==> src/rtl/servo_pkg.sv <==
// -----------------------------------------------------------------------------
// servo_pkg
// Shared definitions for the two-channel servo PWM scheduler:
//   state_e     - scheduler states (IDLE, RUN, UPDATE)
//   pulse_us_t  - 16-bit pulse width in microseconds
//   DEF_*       - default parameter values
//   clamp_us()  - saturate a pulse width into [lo, hi]
// -----------------------------------------------------------------------------
package servo_pkg;

    typedef enum logic [1:0] {
        IDLE   = 2'd0,
        RUN    = 2'd1,
        UPDATE = 2'd2
    } state_e;

    typedef logic [15:0] pulse_us_t;

    localparam int unsigned DEF_CLK_HZ    = 50_000_000;
    localparam int unsigned DEF_FRAME_US  = 20_000;
    localparam int unsigned DEF_MIN_US    = 1_000;
    localparam int unsigned DEF_MAX_US    = 2_000;
    localparam int unsigned DEF_CENTER_US = 1_500;
    localparam int unsigned DEF_SLEW_US   = 20;

    function automatic pulse_us_t clamp_us(input pulse_us_t v,
                                           input pulse_us_t lo,
                                           input pulse_us_t hi);
        if (v < lo) return lo;
        if (v > hi) return hi;
        return v;
    endfunction

endpackage

==> src/rtl/servo_slew.sv <==
// -----------------------------------------------------------------------------
// servo_slew
// One servo channel: holds the commanded target (clamped on load) and the
// applied pulse width, which moves toward the target by at most SLEW_US each
// time step_i is asserted.
// Ports:
//   clk, reset_n  - clock, asynchronous active-low reset
//   load_i        - store cmd_us_i (after clamping) as the new target
//   cmd_us_i      - requested pulse width in us
//   step_i        - advance pos one slew step toward target this clock
//   pos_o         - applied pulse width (registered)
//   pos_d_o       - value pos_o takes at the next clock edge
// -----------------------------------------------------------------------------
module servo_slew
    import servo_pkg::*;
#(
    parameter int unsigned MIN_US    = DEF_MIN_US,
    parameter int unsigned MAX_US    = DEF_MAX_US,
    parameter int unsigned CENTER_US = DEF_CENTER_US,
    parameter int unsigned SLEW_US   = DEF_SLEW_US
) (
    input  logic      clk,
    input  logic      reset_n,
    input  logic      load_i,
    input  pulse_us_t cmd_us_i,
    input  logic      step_i,
    output pulse_us_t pos_o,
    output pulse_us_t pos_d_o
);

    localparam pulse_us_t MIN_P    = pulse_us_t'(MIN_US);
    localparam pulse_us_t MAX_P    = pulse_us_t'(MAX_US);
    localparam pulse_us_t CENTER_P = pulse_us_t'(CENTER_US);
    localparam pulse_us_t SLEW_P   = pulse_us_t'(SLEW_US);

    pulse_us_t   target_q, target_d;
    pulse_us_t   pos_q, pos_d;
    logic        up;
    logic [16:0] gap;

    always_comb begin
        // NOTE: every signal assigned here gets a default first, so no path
        // leaves one unassigned and no latch is inferred.
        target_d = target_q;
        pos_d    = pos_q;
        up       = (target_q >= pos_q);
        // Distance is formed in 17 bits on the larger-minus-smaller side, so
        // it can never wrap regardless of which way the servo has to move.
        gap      = up ? ({1'b0, target_q} - {1'b0, pos_q})
                      : ({1'b0, pos_q} - {1'b0, target_q});

        if (load_i) begin
            target_d = clamp_us(cmd_us_i, MIN_P, MAX_P);
        end

        if (step_i) begin
            if (gap <= 17'(SLEW_US)) begin
                pos_d = target_q;
            end else if (up) begin
                pos_d = pos_q + SLEW_P;
            end else begin
                pos_d = pos_q - SLEW_P;
            end
        end
    end

    always_ff @(posedge clk or negedge reset_n) begin
        if (!reset_n) begin
            target_q <= CENTER_P;
            pos_q    <= CENTER_P;
        end else begin
            // NOTE: sequential state uses <= so every register samples the
            // values that existed before this edge.
            target_q <= target_d;
            pos_q    <= pos_d;
        end
    end

    assign pos_o   = pos_q;
    assign pos_d_o = pos_d;

endmodule

==> src/rtl/servo_pwm_scheduler.sv <==
// -----------------------------------------------------------------------------
// servo_pwm_scheduler
// Two-channel hobby-servo PWM generator. A prescaler produces a 1 us tick,
// us_cnt counts the frame, and a small FSM inserts a one-clock UPDATE at the
// start of every frame where the applied pulse widths slew toward their
// commanded targets. Commands are accepted in IDLE and RUN only.
// Ports:
//   clk, reset_n   - clock, asynchronous active-low reset
//   enable         - run the PWM when high; low forces IDLE
//   cmd_valid      - command strobe; transfer when cmd_valid && cmd_ready
//   cmd_ready      - low only during the UPDATE clock
//   cmd_ch         - target channel (0 or 1)
//   cmd_us         - requested pulse width in us (clamped to MIN_US..MAX_US)
//   servo_out[1:0] - registered PWM outputs, bit n = channel n
//   pos_0, pos_1   - applied pulse widths in us
//   frame_start    - high exactly during the UPDATE clock
// -----------------------------------------------------------------------------
module servo_pwm_scheduler
    import servo_pkg::*;
#(
    parameter int unsigned CLK_HZ    = DEF_CLK_HZ,
    parameter int unsigned FRAME_US  = DEF_FRAME_US,
    parameter int unsigned MIN_US    = DEF_MIN_US,
    parameter int unsigned MAX_US    = DEF_MAX_US,
    parameter int unsigned CENTER_US = DEF_CENTER_US,
    parameter int unsigned SLEW_US   = DEF_SLEW_US
) (
    input  logic        clk,
    input  logic        reset_n,
    input  logic        enable,
    input  logic        cmd_valid,
    output logic        cmd_ready,
    input  logic        cmd_ch,
    input  logic [15:0] cmd_us,
    output logic [1:0]  servo_out,
    output logic [15:0] pos_0,
    output logic [15:0] pos_1,
    output logic        frame_start
);

    localparam int unsigned DIV   = CLK_HZ / 1_000_000;
    localparam int unsigned PRE_W = (DIV > 1) ? $clog2(DIV) : 1;
    localparam int unsigned CNT_W = (FRAME_US > 1) ? $clog2(FRAME_US) : 1;

    localparam logic [PRE_W-1:0] PRE_LAST = PRE_W'(DIV - 1);
    localparam logic [CNT_W-1:0] CNT_LAST = CNT_W'(FRAME_US - 1);

    state_e           state_q, state_d;
    logic [PRE_W-1:0] pre_q, pre_d;
    logic [CNT_W-1:0] us_cnt_q, us_cnt_d;
    logic [1:0]       servo_q, servo_d;
    logic             tick, wrap, xfer;
    pulse_us_t        pos0_q, pos0_d, pos1_q, pos1_d;

    assign tick = (pre_q == PRE_LAST);
    assign wrap = tick && (us_cnt_q == CNT_LAST);
    assign xfer = cmd_valid && cmd_ready;

    // ---------------------------------------------------------------- FSM
    always_comb begin
        state_d     = state_q;
        cmd_ready   = 1'b1;
        frame_start = 1'b0;

        if (!enable) begin
            state_d = IDLE;
        end else begin
            case (state_q)
                // Leaving IDLE goes through UPDATE so the first frame starts
                // cleanly at us_cnt = 0 with a frame_start pulse.
                IDLE:    state_d = UPDATE;
                RUN:     if (wrap) state_d = UPDATE;
                UPDATE:  state_d = RUN;
                default: state_d = IDLE;
            endcase
        end

        if (state_q == UPDATE) begin
            cmd_ready   = 1'b0;
            frame_start = 1'b1;
        end
    end

    // ------------------------------------------------------------ counters
    // UPDATE is the first clock of a frame, so the counters keep running
    // through it; every frame is therefore exactly FRAME_US ticks long.
    always_comb begin
        pre_d    = pre_q;
        us_cnt_d = us_cnt_q;
        if (state_q == IDLE || !enable) begin
            pre_d    = '0;
            us_cnt_d = '0;
        end else if (tick) begin
            pre_d    = '0;
            us_cnt_d = wrap ? '0 : us_cnt_q + CNT_W'(1);
        end else begin
            pre_d    = pre_q + PRE_W'(1);
        end
    end

    // --------------------------------------------------------- PWM compare
    // Compare against next-state values so the registered output lines up
    // with the us_cnt / pos it is registered alongside.
    always_comb begin
        servo_d = 2'b00;
        if (state_d != IDLE) begin
            servo_d[0] = (32'(us_cnt_d) < 32'(pos0_d));
            servo_d[1] = (32'(us_cnt_d) < 32'(pos1_d));
        end
    end

    always_ff @(posedge clk or negedge reset_n) begin
        if (!reset_n) begin
            state_q  <= IDLE;
            pre_q    <= '0;
            us_cnt_q <= '0;
            servo_q  <= 2'b00;
        end else begin
            state_q  <= state_d;
            pre_q    <= pre_d;
            us_cnt_q <= us_cnt_d;
            servo_q  <= servo_d;
        end
    end

    // ------------------------------------------------------------ channels
    servo_slew #(
        .MIN_US    (MIN_US),
        .MAX_US    (MAX_US),
        .CENTER_US (CENTER_US),
        .SLEW_US   (SLEW_US)
    ) u_ch0 (
        .clk      (clk),
        .reset_n  (reset_n),
        .load_i   (xfer && !cmd_ch),
        .cmd_us_i (cmd_us),
        .step_i   (state_q == UPDATE),
        .pos_o    (pos0_q),
        .pos_d_o  (pos0_d)
    );

    servo_slew #(
        .MIN_US    (MIN_US),
        .MAX_US    (MAX_US),
        .CENTER_US (CENTER_US),
        .SLEW_US   (SLEW_US)
    ) u_ch1 (
        .clk      (clk),
        .reset_n  (reset_n),
        .load_i   (xfer && cmd_ch),
        .cmd_us_i (cmd_us),
        .step_i   (state_q == UPDATE),
        .pos_o    (pos1_q),
        .pos_d_o  (pos1_d)
    );

    assign servo_out = servo_q;
    assign pos_0     = pos0_q;
    assign pos_1     = pos1_q;

endmodule

==> config.mk <==
export PLATFORM = sky130hd
export DESIGN_NAME = servo_pwm_scheduler
export DESIGN_NICKNAME = d
export VERILOG_FILES = /design/src/rtl/servo_pkg.sv /design/src/rtl/servo_slew.sv /design/src/rtl/servo_pwm_scheduler.sv
export SDC_FILE = /design/constraint.sdc
export NUM_CORES = 1
export LEC_CHECK = 0
export CAP_MARGIN = 0
export CORE_MARGIN = 1.5
export CORE_UTILIZATION = 30
export CTS_CLUSTER_DIAMETER = 200
export DETAILED_ROUTE_END_ITERATION = 16
export PLACE_DENSITY = 0.48
export SKIP_LAST_GASP = 1
export SLEW_MARGIN = 20
export SYNTH_ARGS = -nofsm -noshare
export SYNTH_HDL_FRONTEND = slang
export SYNTH_SLANG_ARGS = --single-unit
export TNS_END_PERCENT = 20
==> constraint.sdc <==
create_clock -name clk -period 10.45 [get_ports clk]
set_input_delay 2.09 -clock clk [delete_from_list [all_inputs] [get_ports clk]]
set_output_delay 2.09 -clock clk [all_outputs]
set_load 0.03 [all_outputs]
==> results of run 1 <==
==> synthesized netlist by cell type (9+ instances only) <==
| master | number |
|---|---|
| a211oi_1 | 10 |
| xnor2_1 | 28 |
| a31oi_1 | 14 |
| inv_1 | 97 |
| nor3_1 | 16 |
| nor2_1 | 81 |
| dfrtp_1 | 61 |
| and3_1 | 10 |
| a21oi_1 | 72 |
| clkbuf_1 | 21 |
| mux2i_1 | 27 |
| dfstp_2 | 28 |
| nor2b_1 | 10 |
| nand2b_1 | 9 |
| xor2_1 | 29 |
| o21ai_1 | 10 |
| buf_2 | 11 |
| nand4_1 | 18 |
| a21o_1 | 35 |
| o21bai_1 | 10 |
| and2_1 | 12 |
| o21a_1 | 28 |
| nand3_1 | 26 |
| ha_1 | 119 |
| o21ai_0 | 68 |
| nand2_1 | 106 |
==> worst max-delay path: cells and delay by family (launching register included) <==
kind,cells,cell delay (ps)
mux,1,110
flops,1,580
xor+xnor,1,160
fa+ha+maj,3,1170
simple gates,3,600
buf+inv,2,600
compound gates,19,3750
==> metal layers <==
metal	wire, um	GRT usage [%]
met5	0	0
met4	263	3.33
met3	695	2.41
met2	11100	27.4
met1	12600	23.3
==> how the worst max path moves through the flow <==
| stage | start | endpoint | depth (start not counted) |
|---|---|---|---|
| after floorplan | u_ch1.pos_o[6]$_DFF_PN1_ | servo_out[1]$_DFF_PN0_ | 32 |
| after global placement | u_ch1.pos_o[2]$_DFF_PN1_ | servo_out[1]$_DFF_PN0_ | 29 |
| after detailed placement | u_ch1.pos_o[2]$_DFF_PN1_ | servo_out[1]$_DFF_PN0_ | 29 |
| after CTS | u_ch1.pos_o[2]$_DFF_PN1_ | servo_out[1]$_DFF_PN0_ | 29 |
| after global routing | u_ch1.pos_o[2]$_DFF_PN1_ | servo_out[1]$_DFF_PN0_ | 29 |
| final | u_ch1.pos_o[2]$_DFF_PN1_ | servo_out[1]$_DFF_PN0_ | 29 |
==> flip-flops by register name, indices dropped and copies added (netlist names) <==
name / flops
pre_q: 6
servo_out: 2
state_q: 2
u_ch0.pos_o: 16
u_ch0.target_q: 16
u_ch1.pos_o: 16
u_ch1.target_q: 16
us_cnt_q: 15
==> where the power goes <==
group / internal, mW / switching [mW] / total [mW]
clock: 0.169 / 0.161 / 0.330
sequential: 0.439 / 0.113 / 0.552
combinational: 0.862 / 1.21 / 2.07
==> cell usage in the layout, fill, tap and decap left out, types with 18 or more instances in the layout <==
master and instances:
a21o_1 35, a21oi_1 72, clkdlybuf4s50_1 55, dfrtp_1 61
dfstp_2 28, ha_1 119, inv_1 97, mux2i_1 27
nand2_1 106, nand3_1 26, nand4_1 18, nor2_1 81
o21a_1 28, o21ai_0 68, xnor2_1 28, xor2_1 29
==> through the flow <==
| step | util, % | area [sq um] | instances | worst slack [ps] | total power [mW] |
|---|---|---|---|---|---|
| CTS | 34.6 | 9910 | 1487 | 3400 | 2.97 |
| detailed placement | 33.6 | 9610 | 1471 | 3440 | 2.62 |
| global route | 34.6 | 9910 | 1487 | 2590 | 3.24 |
| floorplan | - | 8720 | 1064 | 4510 | 2.10 |
| global placement | 33.6 | 9610 | 1471 | 3630 | 2.63 |
| finish | 34.6 | 9910 | 1487 | 3370 | 2.95 |
==> cell families after synthesis <==
| kind of cell | after synthesis | synth area share [%] |
|---|---|---|
| xor gates and xnor gates | 57 | 5.72 |
| muxes | 32 | 4.00 |
| and+or+nand+nor | 327 | 18.1 |
| adders and majority gates | 121 | 17.5 |
| DFF | 89 | 25.9 |
| AOI/OAI and AO/OA | 302 | 22.3 |
| buffers and inverters | 136 | 6.33 |
==> final cells by class <==
| class | count | share of cell area, % |
|---|---|---|
| sequential | 89 | 22.8 |
| clock inverter | 7 | 0.732 |
| multi-input combinational | 839 | 59.6 |
| tap | 384 | 4.85 |
| inverter | 99 | 3.76 |
| clock buffer | 9 | 2.27 |
| timing repair buffer | 60 | 5.93 |
==> run summary, run 1 <==
Status - finished, final reports clean
Initial antenna violation count - 0
Slew margin rel. - 34.6%
Area grow syn2layout - 13.6%
Most frequent CP cell - o21ai_0
Multi-input gate area - 5910 sq um
CP arrival - 7320 ps
Worst slew pin tran - 979 ps
Largest net degree at the start of global routing - 78
Fill count - 2965
DRC - 0
Final hold vios - 0
EDFF count, synth - 0
Max Slew Vio Count - 0
Critical Path Start Type - flip-flop
Cell at the slowest stage of the critical path - dfstp_2
Pwr/cell area - 298 nW/um^2
Largest cells by area after synthesis - dfrtp_1, ha_1, dfstp_2
Async SR Flop Fraction - 100%
Nets@finish - 1240
RSZ-0062 raised after global routing - false
CTS H-tree lvls - 3
Reg2reg end - servo_out[1]$_DFF_PN0_
Sequential Area - 2260 sq um
WL final - 24.6 mm
Starting density of the core - 30.5%
Die area - 30100 sq um
First-pass GRT wire length - 40.0 mm
Worst Hold Depth - 1
CTS hold repair buffers - 0
CP Class - reg2reg
Mapped Nets - 1206
Antenna-violating nets left - 0
FP Rows - 62
Syn Area/Cell - 8.20 sq um
Ys flop type - dfrtp_1
Clock tree from TritonCTS - built
CP max stage delay - 580 ps
Worst-path clk slew - 70 ps
Core outline area - 28600 sq um
DR WL/cell - 16.6 um
Post-CTS Setup Bufs - 0
Routed vias - 7449
GR Util All Layers - 16.7%
Hold Slack - 493 ps
Die H - 174 um
Worst Hold Path EP - pre_q[0]$_DFF_PN0_
Netlist cell types - 74
Die X-Extent - 174 um
Final setup fails - 0
Hold/Removal Path Class - reg2reg
PortBufs - 56
Inserted Diodes - 0
Warnings from Yosys - 0
Total iterations of the first detailed-routing run - 5
Maximum vdd drop - 106 uV
Vias/cell - 5.01
Critical hold path startpoint - pre_q[0]$_DFF_PN0_
Root Driver - clkbuf_16
Worst Setup End Kind - flip-flop
Detailed Route Iter0 Violations - 492
Seq/Total Area, Yosys - 25.9%
Worst-Skew Late Latency - 360 ps
Cell type with the largest total area after synthesis - dfrtp_1
Layout cells sized above 1 - 6.89%
Worst reg2reg path depth - 29
Max Cap Viol - 0
WP data required - 10690 ps
Crit Path Max Fanout - 25
Post-synth top area share - 17.5%
Total CTS buffers - 9
Gpl congestion - 0.871
CTS Sinks - 89
Post-Syn Area - 8720 sq um
Shortest clock period the worst path allows after layout - 7080 ps
CTS Buffer Depth - 2
PostCTS Resize Cnt - 0
Yosys reg bits - 89
Setup tns final - 0 ps
Gate Count Post-Synth - 1064
Clock Skew - 12.3 ps
Worst r2r src - u_ch1.pos_o[2]$_DFF_PN1_
Worst reg2reg setup slack - 3370 ps
Top Ports - 57
Fmax - 0.141 GHz
Leak Pwr - 4.44 nW
Grt ovf - 0
Hpwl dp - 19.4 mm
Vias in the first global route - 7358
Final period utilization - 67.8%
No activity file was read; power rests on OpenSTA's default activity.
==> inputs of run 2 (changes only) <==
- clock period: 10.45 -> 7.35 ns (I/O delays scaled with it)
==> run 2 against run 1 <==
Routed wire length up 1.6%. Clock skew is 2.4 ps higher. Flip-flop and latch count is the same. Global-route usage grew 0.22 points. Critical endpoint unchanged. Largest cell class unchanged.
==> run summary, run 2 (synthesis gave the netlist of run 1 again) <==
Worst slew pin tran - 979 ps
Worst reg2reg setup slack - 810 ps
Hold/Removal Path Class - reg2reg
Sequential Area - 2260 sq um
Worst-Skew Late Latency - 360 ps
Die area - 30100 sq um
Detailed Route Iter0 Violations - 466
Slew margin rel. - 34.5%
Shortest clock period the worst path allows after layout - 6540 ps
Die H - 174 um
Grt ovf - 0
Final Cell Area - 9950 sq um
Worst r2r src - u_ch1.pos_o[2]$_DFF_PN1_
Worst Hold Depth - 1
FP Rows - 62
Status - finished, final reports clean
WL final - 25.0 mm
GR Util All Layers - 16.9%
Antenna-violating nets left - 0
Largest net degree at the start of global routing - 67
CTS hold repair buffers - 0
CTS Buffer Depth - 2
Clock tree from TritonCTS - built
Worst-path clk slew - 80 ps
PostCTS Resize Cnt - 0
Post-CTS Setup Bufs - 0
WP data required - 7640 ps
RSZ-0062 raised after global routing - false
Reg2reg end - servo_out[1]$_DFF_PN0_
Vias in the first global route - 7325
Initial antenna violation count - 1
Max Slew Vio Count - 0
CTS Sinks - 89
Post-layout power - 4.20 mW
Multi-input gate area - 5910 sq um
Fmax - 0.153 GHz
Starting density of the core - 30.5%
Routed vias - 7527
First-pass GRT wire length - 40.4 mm
Total iterations of the first detailed-routing run - 5
Leak Pwr - 4.47 nW
CP Class - reg2reg
CP max stage delay - 590 ps
Non-Filler Instances - 1492
Critical Path Start Type - flip-flop
Most common cell after layout, fill and taps aside - ha_1
Inserted Diodes - 0
Most frequent CP cell - o21ai_0
Area grow syn2layout - 14.0%
PortBufs - 56
Pwr/cell area - 423 nW/um^2
Maximum vdd drop - 171 uV
Placed insts - 1476
Top Ports - 57
Total CTS buffers - 9
Layout cells sized above 1 - 7.31%
Crit Path Max Fanout - 14
Clock Skew - 14.7 ps
CP arrival - 6830 ps
Fill count - 2974
Root Driver - clkbuf_16
Worst Setup End Kind - flip-flop
Nets@finish - 1245
Hpwl dp - 20.0 mm
Commonest non-fill, non-tap cells in the layout - ha_1, nand2_1, inv_1
Final period utilization - 89.0%
Cell at the slowest stage of the critical path - dfstp_2
Final hold vios - 0
Setup tns final - 0 ps
Gpl congestion - 0.866
Core outline area - 28600 sq um
Critical hold path startpoint - pre_q[0]$_DFF_PN0_
Final setup fails - 0
Dpl cell area - 9650 sq um
Worst reg2reg path depth - 29
DRC - 0
Util after Layout - 34.7%
Vias/cell - 5.04
Worst Hold Path EP - pre_q[0]$_DFF_PN0_
Max Cap Viol - 0
DR WL/cell - 16.8 um
CTS H-tree lvls - 3
Die X-Extent - 174 um
==> run 2: through the flow <==
stage / hold slack (ps) / setup WS (ps)
6_report: 492 / 810
3_3_place_gp: 486 / 1150
2_1_floorplan: 461 / 1410
5_1_grt: 518 / 75.6
3_5_place_dp: 490 / 977
4_1_cts: 498 / 882
==> run 2: per-layer routing <==
metal,GRT usage (%),share of wire [%],up-vias
met5,0,0.052,-
met4,5.04,2.1,2
met3,2.74,3.3,36
met2,26.4,44,124
met1,23.9,51,3525
li1,-,-,3840
==> run 2: report_power, final <==
| part | switching, mW | leakage (nW) | internal [mW] |
|---|---|---|---|
| registers | 0.165 | 1.11 | 0.624 |
| logic | 1.71 | 3.22 | 1.23 |
| clock network | 0.231 | 0.146 | 0.241 |
| total | 2.11 | 4.47 | 2.09 |
==> run 2: worst max-delay path by stage <==
stage                                   startpoint                     end  slack, ps  cells past startpoint
final                     u_ch1.pos_o[2]$_DFF_PN1_  servo_out[1]$_DFF_PN0_        810                     29
after global routing      u_ch1.pos_o[2]$_DFF_PN1_  servo_out[1]$_DFF_PN0_         80                     28
after CTS                 u_ch1.pos_o[2]$_DFF_PN1_  servo_out[1]$_DFF_PN0_        880                     29
after detailed placement  u_ch1.pos_o[2]$_DFF_PN1_  servo_out[1]$_DFF_PN0_        980                     29
after global placement    u_ch1.pos_o[6]$_DFF_PN1_  servo_out[1]$_DFF_PN0_       1150                     29
after floorplan           u_ch1.pos_o[6]$_DFF_PN1_  servo_out[1]$_DFF_PN0_       1410                     32
==> run 2: critical path, delay by kind of cell, from the launching register on <==
| family | cells | cell delay [ps] |
|---|---|---|
| DFF | 1 | 590 |
| and+or+nand+nor | 3 | 410 |
| buffers and inverters | 2 | 340 |
| muxes | 1 | 100 |
| adders and majority gates | 3 | 1090 |
| xor gates and xnor gates | 1 | 150 |
| AOI/OAI and AO/OA | 19 | 3780 |
==> run 2: layout make-up <==
class | count | area share (%)
clock buffer | 9 | 2.26
tap | 384 | 4.83
multi-input combinational | 839 | 59.4
clock inverter | 7 | 0.692
sequential | 89 | 22.7
inverter | 99 | 3.75
timing repair buffer | 65 | 6.29
==> inputs of run 3 (changes only) <==
- CORE_MARGIN: 1.5 -> 3
- REMOVE_ABC_BUFFERS: unset -> 1
==> run 3 against run 2 <==
Routed wire length grew 0.66%. Highest routed layer unchanged. Utilization increased by 0.50 points. Combinational power increased by 1%. Die area up 3.5%.
==> run summary, run 3 (synthesis gave the netlist of run 1 again) <==
Nets@finish - 1247
Fill count - 2974
CTS Sinks - 89
Pwr/cell area - 425 nW/um^2
Slew margin rel. - 37.4%
Vias in the first global route - 7126
Maximum vdd drop - 226 uV
Top Metal Used - met5
Sequential Area - 2260 sq um
Internal - 2.10 mW
Fmax - 0.150 GHz
Die area - 31200 sq um
Die H - 177 um
Status - finished, final reports clean
Total CTS buffers - 9
Antenna-violating nets left - 0
Multi-input gate area - 5910 sq um
DR WL/cell - 16.9 um
RSZ-0062 raised after global routing - false
Worst Setup End Kind - flip-flop
CTS H-tree lvls - 3
Hold/Removal Path Class - reg2reg
Max Cap Viol - 0
Total iterations of the first detailed-routing run - 5
CP max stage delay - 570 ps
Non-Filler Instances - 1488
Clock share of power - 11.2%
Root Driver - clkbuf_16
DRC - 0
Worst-Skew Late Latency - 360 ps
Vias/cell - 5.03
Sequential share of power - 18.4%
First-pass GRT wire length - 40.4 mm
WL final - 25.2 mm
Final period utilization - 90.7%
FP Rows - 61
Detailed Route Iter0 Violations - 428
Critical Path Start Type - flip-flop
Met2 wire length - 11.2 mm
Post-CTS Setup Bufs - 0
Final hold vios - 0
Cell at the slowest stage of the critical path - dfstp_2
Commonest non-fill, non-tap cells in the layout - ha_1, nand2_1, inv_1
Max Slew Vio Count - 0
PortBufs - 56
Setup tns final - 0 ps
Clock tree from TritonCTS - built
Comb power frac - 70.4%
Placed insts - 1472
Post-layout power - 4.23 mW
Final setup fails - 0
Area grow syn2layout - 14.1%
Gpl congestion - 0.873
Shortest clock period the worst path allows after layout - 6670 ps
Wl on met1 - 13.0 mm
Pre-CTS setup slack - 749 ps
Setup ws final - 684 ps
Layout cells sized above 1 - 7.48%
Starting density of the core - 30.9%
GR Util All Layers - 16.3%
CP Class - reg2reg
Met3 Wirelength - 610 um
Sw Pwr - 2.13 mW
Largest net degree at the start of global routing - 56
Worst-path clk slew - 80 ps
Inserted Diodes - 0
CTS Buffer Depth - 2
Leak Pwr - 4.48 nW
Most frequent CP cell - o21ai_0
Routed vias - 7483
Switching portion of total power - 50.3%
Grt ovf - 0
Top Ports - 57
Clock Skew - 13.5 ps
CTS hold repair buffers - 0
Die X-Extent - 177 um
WP data required - 7600 ps
Most common cell after layout, fill and taps aside - ha_1
Core outline area - 28200 sq um
CP arrival - 6920 ps
Hpwl dp - 20.0 mm
Worst slew pin tran - 936 ps
Initial antenna violation count - 1
PostCTS Resize Cnt - 0
Crit Path Max Fanout - 10
[run 3: changes by cell type in the layout (fill, tap and decap cells not counted)]
| cell | before | now |
|---|---|---|
| buf_4 | 10 | 12 |
| clkinv_4 | 2 | 3 |
| inv_6 | 2 | 1 |
[run 3: worst max-delay path, delay by kind of cell (launching register included)]
| family | cells | cell delay (ps) |
|---|---|---|
| compound gates | 19 | 3530 |
| fa+ha+maj | 3 | 1090 |
| simple gates | 4 | 840 |
| flops | 1 | 570 |
| buf+inv | 2 | 250 |
| xor+xnor | 1 | 150 |
| mux | 1 | 100 |
[run 3: per-layer routing]
metal	vias to the layer above	global-route usage, %
li1	3840	-
met1	3505	24.1
met2	109	25.3
met3	27	1.83
met4	2	3.96
met5	-	0
[run 3: final timing paths]
path / to / depth (start not counted) / start / slack (ps)
setup reg to reg: servo_out[1]$_DFF_PN0_ / 30 / u_ch1.pos_o[6]$_DFF_PN1_ / 680
setup / recovery: servo_out[1]$_DFF_PN0_ / 30 / u_ch1.pos_o[6]$_DFF_PN1_ / 680
hold reg to reg: pre_q[0]$_DFF_PN0_ / 1 / pre_q[0]$_DFF_PN0_ / 500
min in group asynchronous: u_ch1.pos_o[12]$_DFF_PN0_ / 1 / reset_n / 1080
max in group asynchronous: u_ch0.pos_o[9]$_DFF_PN0_ / 2 / reset_n / 5150
hold / removal: pre_q[0]$_DFF_PN0_ / 1 / pre_q[0]$_DFF_PN0_ / 500
[run 3: power by group through the flow]
stage          logic, mW  clock network, mW  registers, mW
2_1_floorplan       2.07                  0          0.893
3_3_place_gp        2.96                  0          0.791
3_5_place_dp        2.96                  0          0.793
4_1_cts             2.98              0.485          0.785
5_1_grt             3.35              0.504          0.802
6_report            2.98              0.472          0.780
[run 3: area by class of cell]
type	instances	area share (%)
clock buffer	9	2.26
sequential	89	22.7
clock inverter	7	0.691
timing repair buffer	67	6.44
inverter	99	3.75
tap	378	4.75
multi-input combinational	839	59.4
[run 3: through the flow]
step	hold WS (ps)	area, sq um	util (%)
after floorplan	458	8540	-
after global placement	486	9660	34.2
after detailed placement	493	9660	34.2
after CTS	502	9950	35.2
after global routing	535	9950	35.2
final	501	9950	35.2
==> RTL change 1, RTL diff (flow settings as in run 2) <==
Change the package constant `DEF_CLK_HZ` from 50_000_000 to 100_000_000.
--- a/src/rtl/servo_pkg.sv
+++ b/src/rtl/servo_pkg.sv
@@ -18,3 +18,3 @@
 
-    localparam int unsigned DEF_CLK_HZ    = 50_000_000;
+    localparam int unsigned DEF_CLK_HZ    = 100_000_000;
     localparam int unsigned DEF_FRAME_US  = 20_000;
Check against the original RTL: same outputs for any inputs over 4 cycles, from zero or initial values and one cycle with reset_n low; that may be too few to reach the edited logic, so the function may still have changed.
==> RTL change 1 against run 2 <==
- routed wire length rose by 14%
- design area up 6.1%
- synthesized area rose by 6.9%
- worst setup slack worse by 0.12 ns
- power rose by 10%
- maximum frequency fell by 1.8%
- sequential share of layout area shrank 1.1 points
- sequential cell count is 1 higher
==> RTL change 1: results (changes against run 2) <==
Final HPWL DP 22.4 mm (+12%); Post-synth top cells ha_1 (118), nand2_1 (110), inv_1 (99); Mapped Nets 1302 (+8.0%); relative slew slack 0.317 (-0.0282); vias in the first global route 7869 (+7.4%); GRT Total Usage 0.179 (+0.00956); crit-path leading delay family simple AND/OR/NAND/NOR gates; status complete, no violations; Total Wirelength 28.6 mm (+14%); met3 usage 0.0233 (-0.00409); GR Util met1 0.264 (+0.0252); routed via count 8316 (+10%); area share of the largest cell type after synthesis 0.166 (-0.00861); # fillers 3252 (+9.3%); VDD IR max 0.164 mV (-3.8%); Final Skew 0.0118 ns (-0.00285 ns); total CTS buffers 9 (unchanged); Crit path largest cell delay 0.61 ns (+0.02 ns); initial antenna violation count 0 (-1); top post-synthesis cells by area dfrtp_1 (17%), ha_1 (16%), dfstp_2 (7.9%); CP Data Arrival Time 6.89 ns (+0.06 ns); met2 usage 0.279 (+0.0146); layout cells sized above 1 0.0654 (-0.00767); worst-path fanout max 22 (+8); sequential fraction of the synthesis area 0.245 (-0.0141); Synth cell types 86 (+16%); Worst-Skew Late Latency 0.35 ns; first-pass GRT wire length 44.4 mm (+9.7%); Placed Area 10200 sq um (+5.7%); largest net degree at the start of global routing 50 (-25%)
==> RTL change 1: cell count changes after synthesis, moves of 5 or more <==
cell	change
a21oi_1	+23
nor2_1	+13
clkbuf_1	+10
mux2i_1	-10
xor2_1	-10
nor3_1	+9
a211oi_1	+7
xnor2_1	+7
o211ai_1	+6
o21ai_1	-6
o31ai_1	+5
==> RTL change 1: routing by layer <==
layer | wire [um] | vias up
met5 | 0 | -
met4 | 329 | 0
met3 | 943 | 20
met2 | 12500 | 143
met1 | 14800 | 3925
li1 | - | 4228
==> RTL change 1: area by class of cell <==
type                       count  area (sq um)  area share
timing repair buffer          63           611      0.0579
multi-input combinational    922          6430       0.610
inverter                     101           379      0.0359
sequential                    90          2290       0.217
clock inverter                 6           114      0.0108
tap                          396           495      0.0470
clock buffer                  10           229      0.0217
==> RTL change 1: stage by stage <==
stage               setup slack (ns)  power (W)  instances
floorplan                       1.65    0.00321       1161
global placement               0.810    0.00407       1572
detailed placement             0.719    0.00405       1572
CTS                            0.689    0.00464       1588
global route                   0.138    0.00504       1588
finish                         0.692    0.00463       1588
==> RTL change 1: path summary, 6_finish.rpt <==
kind | startpoint | endpoint | slack [ns] | depth (start not counted)
setup / recovery | u_ch0.pos_o[6]$_DFF_PN1_ | servo_out[0]$_DFF_PN0_ | 0.69 | 23
min in group asynchronous | reset_n | us_cnt_q[9]$_DFF_PN0_ | 1.17 | 1
hold / removal | pre_q[0]$_DFF_PN0_ | pre_q[0]$_DFF_PN0_ | 0.46 | 1
setup reg to reg | u_ch0.pos_o[6]$_DFF_PN1_ | servo_out[0]$_DFF_PN0_ | 0.69 | 23
max in group asynchronous | reset_n | u_ch0.target_q[4]$_DFFE_PN1P_ | 5.14 | 2
hold reg to reg | pre_q[0]$_DFF_PN0_ | pre_q[0]$_DFF_PN0_ | 0.46 | 1
==> RTL change 1: cells by family after synthesis <==
family / Yosys count / synth area share
compound gates: 357 / 0.254
mux: 24 / 0.0279
simple gates: 367 / 0.194
flops: 90 / 0.245
xor+xnor: 54 / 0.0507
buf+inv: 149 / 0.0649
fa+ha+maj: 120 / 0.163
==> RTL change 1: power by group <==
group          internal [W]  switching (W)  total, W
Clock              0.000334       0.000216  0.000551
Combinational       0.00134        0.00194   0.00329
Sequential         0.000629       0.000161  0.000790
Total               0.00231        0.00232   0.00463
==> RTL change 2, RTL diff (settings of run 2) <==
Made on the original files. Encoding of `state_e`: now one-hot (3 bits for 3 states).
--- a/src/rtl/servo_pkg.sv
+++ b/src/rtl/servo_pkg.sv
@@ -10,6 +10,6 @@
 
-    typedef enum logic [1:0] {
-        IDLE   = 2'd0,
-        RUN    = 2'd1,
-        UPDATE = 2'd2
+    typedef enum logic [2:0] {
+        IDLE   = 3'b001,
+        RUN    = 3'b010,
+        UPDATE = 3'b100
     } state_e;
Behaviour: same outputs for any inputs over 4 cycles, from zero or initial values and one cycle with reset_n low; so few cycles prove little.
==> RTL change 2 against run 2 <==
- synthesized area increased by 7.1%
- power fell by 11%
- sequential share of layout area down 0.92 points
- sequential power fell by 0.8%
- design area grew 5.4%
- routed wire length is 7.5% higher
- synthesized cell count increased by 3.1%
- clock power increased by 3%
- worst hold slack improved by 0.0048 ns
- sequential cell count grew 1
- worst setup slack worse by 0.24 ns
- first-iteration DRC count fell by 21%
- via count grew 5.6%
- critical endpoint unchanged
- largest cell class unchanged
- highest routed layer is now met4
==> RTL change 2: results (changes against run 2) <==
status complete, no violations; top post-synthesis cells by area dfrtp_1 (16%), ha_1 (16%), dfstp_2 (8.2%); sequential fraction of the synthesis area 0.245 (-0.0143); GRT Total Usage 0.168 (-0.00147); layout cells sized above 1 0.0993 (+0.0262); CP Data Arrival Time 7.08 ns (+0.25 ns); Crit Reg-Reg Startpoint u_ch1.pos_o[3]$_DFF_PN1_; nets 1275 (+2.4%); Slew @ Worst Pin 0.957 ns (-0.0215 ns); ys async rst share 1.00 (unchanged); CTS Root Cell clkbuf_16; hold_sp pre_q[0]$_DFF_PN0_; WL/cell 17.5 um (+4.5%); routed via count 7952 (+5.6%); Final Skew 0.0198 ns (+0.00515 ns); VDD IR max 0.175 mV (+2.6%); initial antenna violation count 0 (-1); n_diodes 0 (unchanged); vias in the first global route 7695 (+5.1%); total CTS buffers 9 (unchanged); leakage 4.81 nW (+7.5%); Hold Slack 0.497 ns (+0.00483 ns); Hold Path Class register to register; Post-synth top cells ha_1 (119), nor2_1 (93), inv_1 (91); flop-to-flop setup slack 0.57 ns (-0.24 ns); largest net degree at the start of global routing 54 (-19%); worst-path fanout max 18 (+4); first-pass GRT wire length 43.5 mm (+7.5%); Initial DRC Count 369 (-21%); Mapped Nets 1239 (+2.7%); GPL Wtd Cong 0.852 (-1.6%); Synth cell types 95 (+28%); # fillers 3256 (+9.5%); Pre-Repair DR Iteration Count 4 (-1); Final HPWL DP 21.5 mm (+7.7%)
[RTL change 2: stage by stage]
step | setup slack, ns | cells | utilization | cell area (sq um)
final | 0.566 | 1534 | 0.343 | 10500
after global routing | 0.0422 | 1534 | 0.343 | 10500
after CTS | 0.487 | 1534 | 0.342 | 10500
after detailed placement | 0.555 | 1518 | 0.332 | 10200
after global placement | 0.636 | 1518 | 0.332 | 10200
after floorplan | 0.876 | 1097 | - | 9340
[RTL change 2: worst max path at each step]
| stage | start | to | cells past startpoint |
|---|---|---|---|
| final | u_ch1.pos_o[3]$_DFF_PN1_ | servo_out[1]$_DFF_PN0_ | 29 |
| after global routing | u_ch1.pos_o[3]$_DFF_PN1_ | servo_out[1]$_DFF_PN0_ | 29 |
| after CTS | u_ch1.pos_o[3]$_DFF_PN1_ | servo_out[1]$_DFF_PN0_ | 29 |
| after detailed placement | u_ch1.pos_o[3]$_DFF_PN1_ | servo_out[1]$_DFF_PN0_ | 29 |
| after global placement | u_ch1.pos_o[3]$_DFF_PN1_ | servo_out[1]$_DFF_PN0_ | 29 |
| after floorplan | u_ch1.pos_o[3]$_DFF_PN1_ | servo_out[1]$_DFF_PN0_ | 31 |
[RTL change 2: cells by family (layout without fill, tap and decap cells)]
family	after synthesis	in the layout	share of synthesized area
AO/OA/AOI/OAI	317	317	0.237
flip-flops	90	90	0.245
AND/OR/NAND/NOR	348	348	0.198
XOR/XNOR	59	59	0.0553
buffers and inverters	134	175	0.0698
adder cells (fa/ha/maj)	121	121	0.164
multiplexers	28	28	0.0309
[RTL change 2: metal layers]
metal	vias up	wire length, um	global-route usage	share of wire
met5	-	0	0	0
met4	0	370	0.0357	0.014
met3	23	791	0.0255	0.029
met2	109	12000	0.267	0.45
met1	3750	13800	0.239	0.51
li1	4070	-	-	-
[RTL change 2: area by class of cell]
cell class              instances  share of cell area
multi-input cells             873               0.611
inverters                      93              0.0334
flip-flops and latches         90               0.218
well taps                     396              0.0473
repair buffers                 66              0.0604
clock inverters                 7             0.00776
clock buffers                   9              0.0215
[RTL change 2: power by group]
part           switching [W]  internal (W)
clock               0.000242      0.000243
combinational        0.00144       0.00104
sequential          0.000162      0.000622
[RTL change 2: repair_timing]
action	4_1_cts	5_1_grt
hold buffers	0	0
resized for setup	0	3
setup endpoints to repair	0	1
endpoints found under the hold margin	0	0
[RTL change 2: worst register-to-register path, delay by kind of cell, from the launching register on]
| family | cells | cell delay, ns |
|---|---|---|
| flip-flops | 1 | 0.58 |
| AND/OR/NAND/NOR | 8 | 1.44 |
| AO/OA/AOI/OAI | 16 | 3.39 |
| buffers and inverters | 2 | 0.15 |
| adder cells (fa/ha/maj) | 3 | 1.14 |
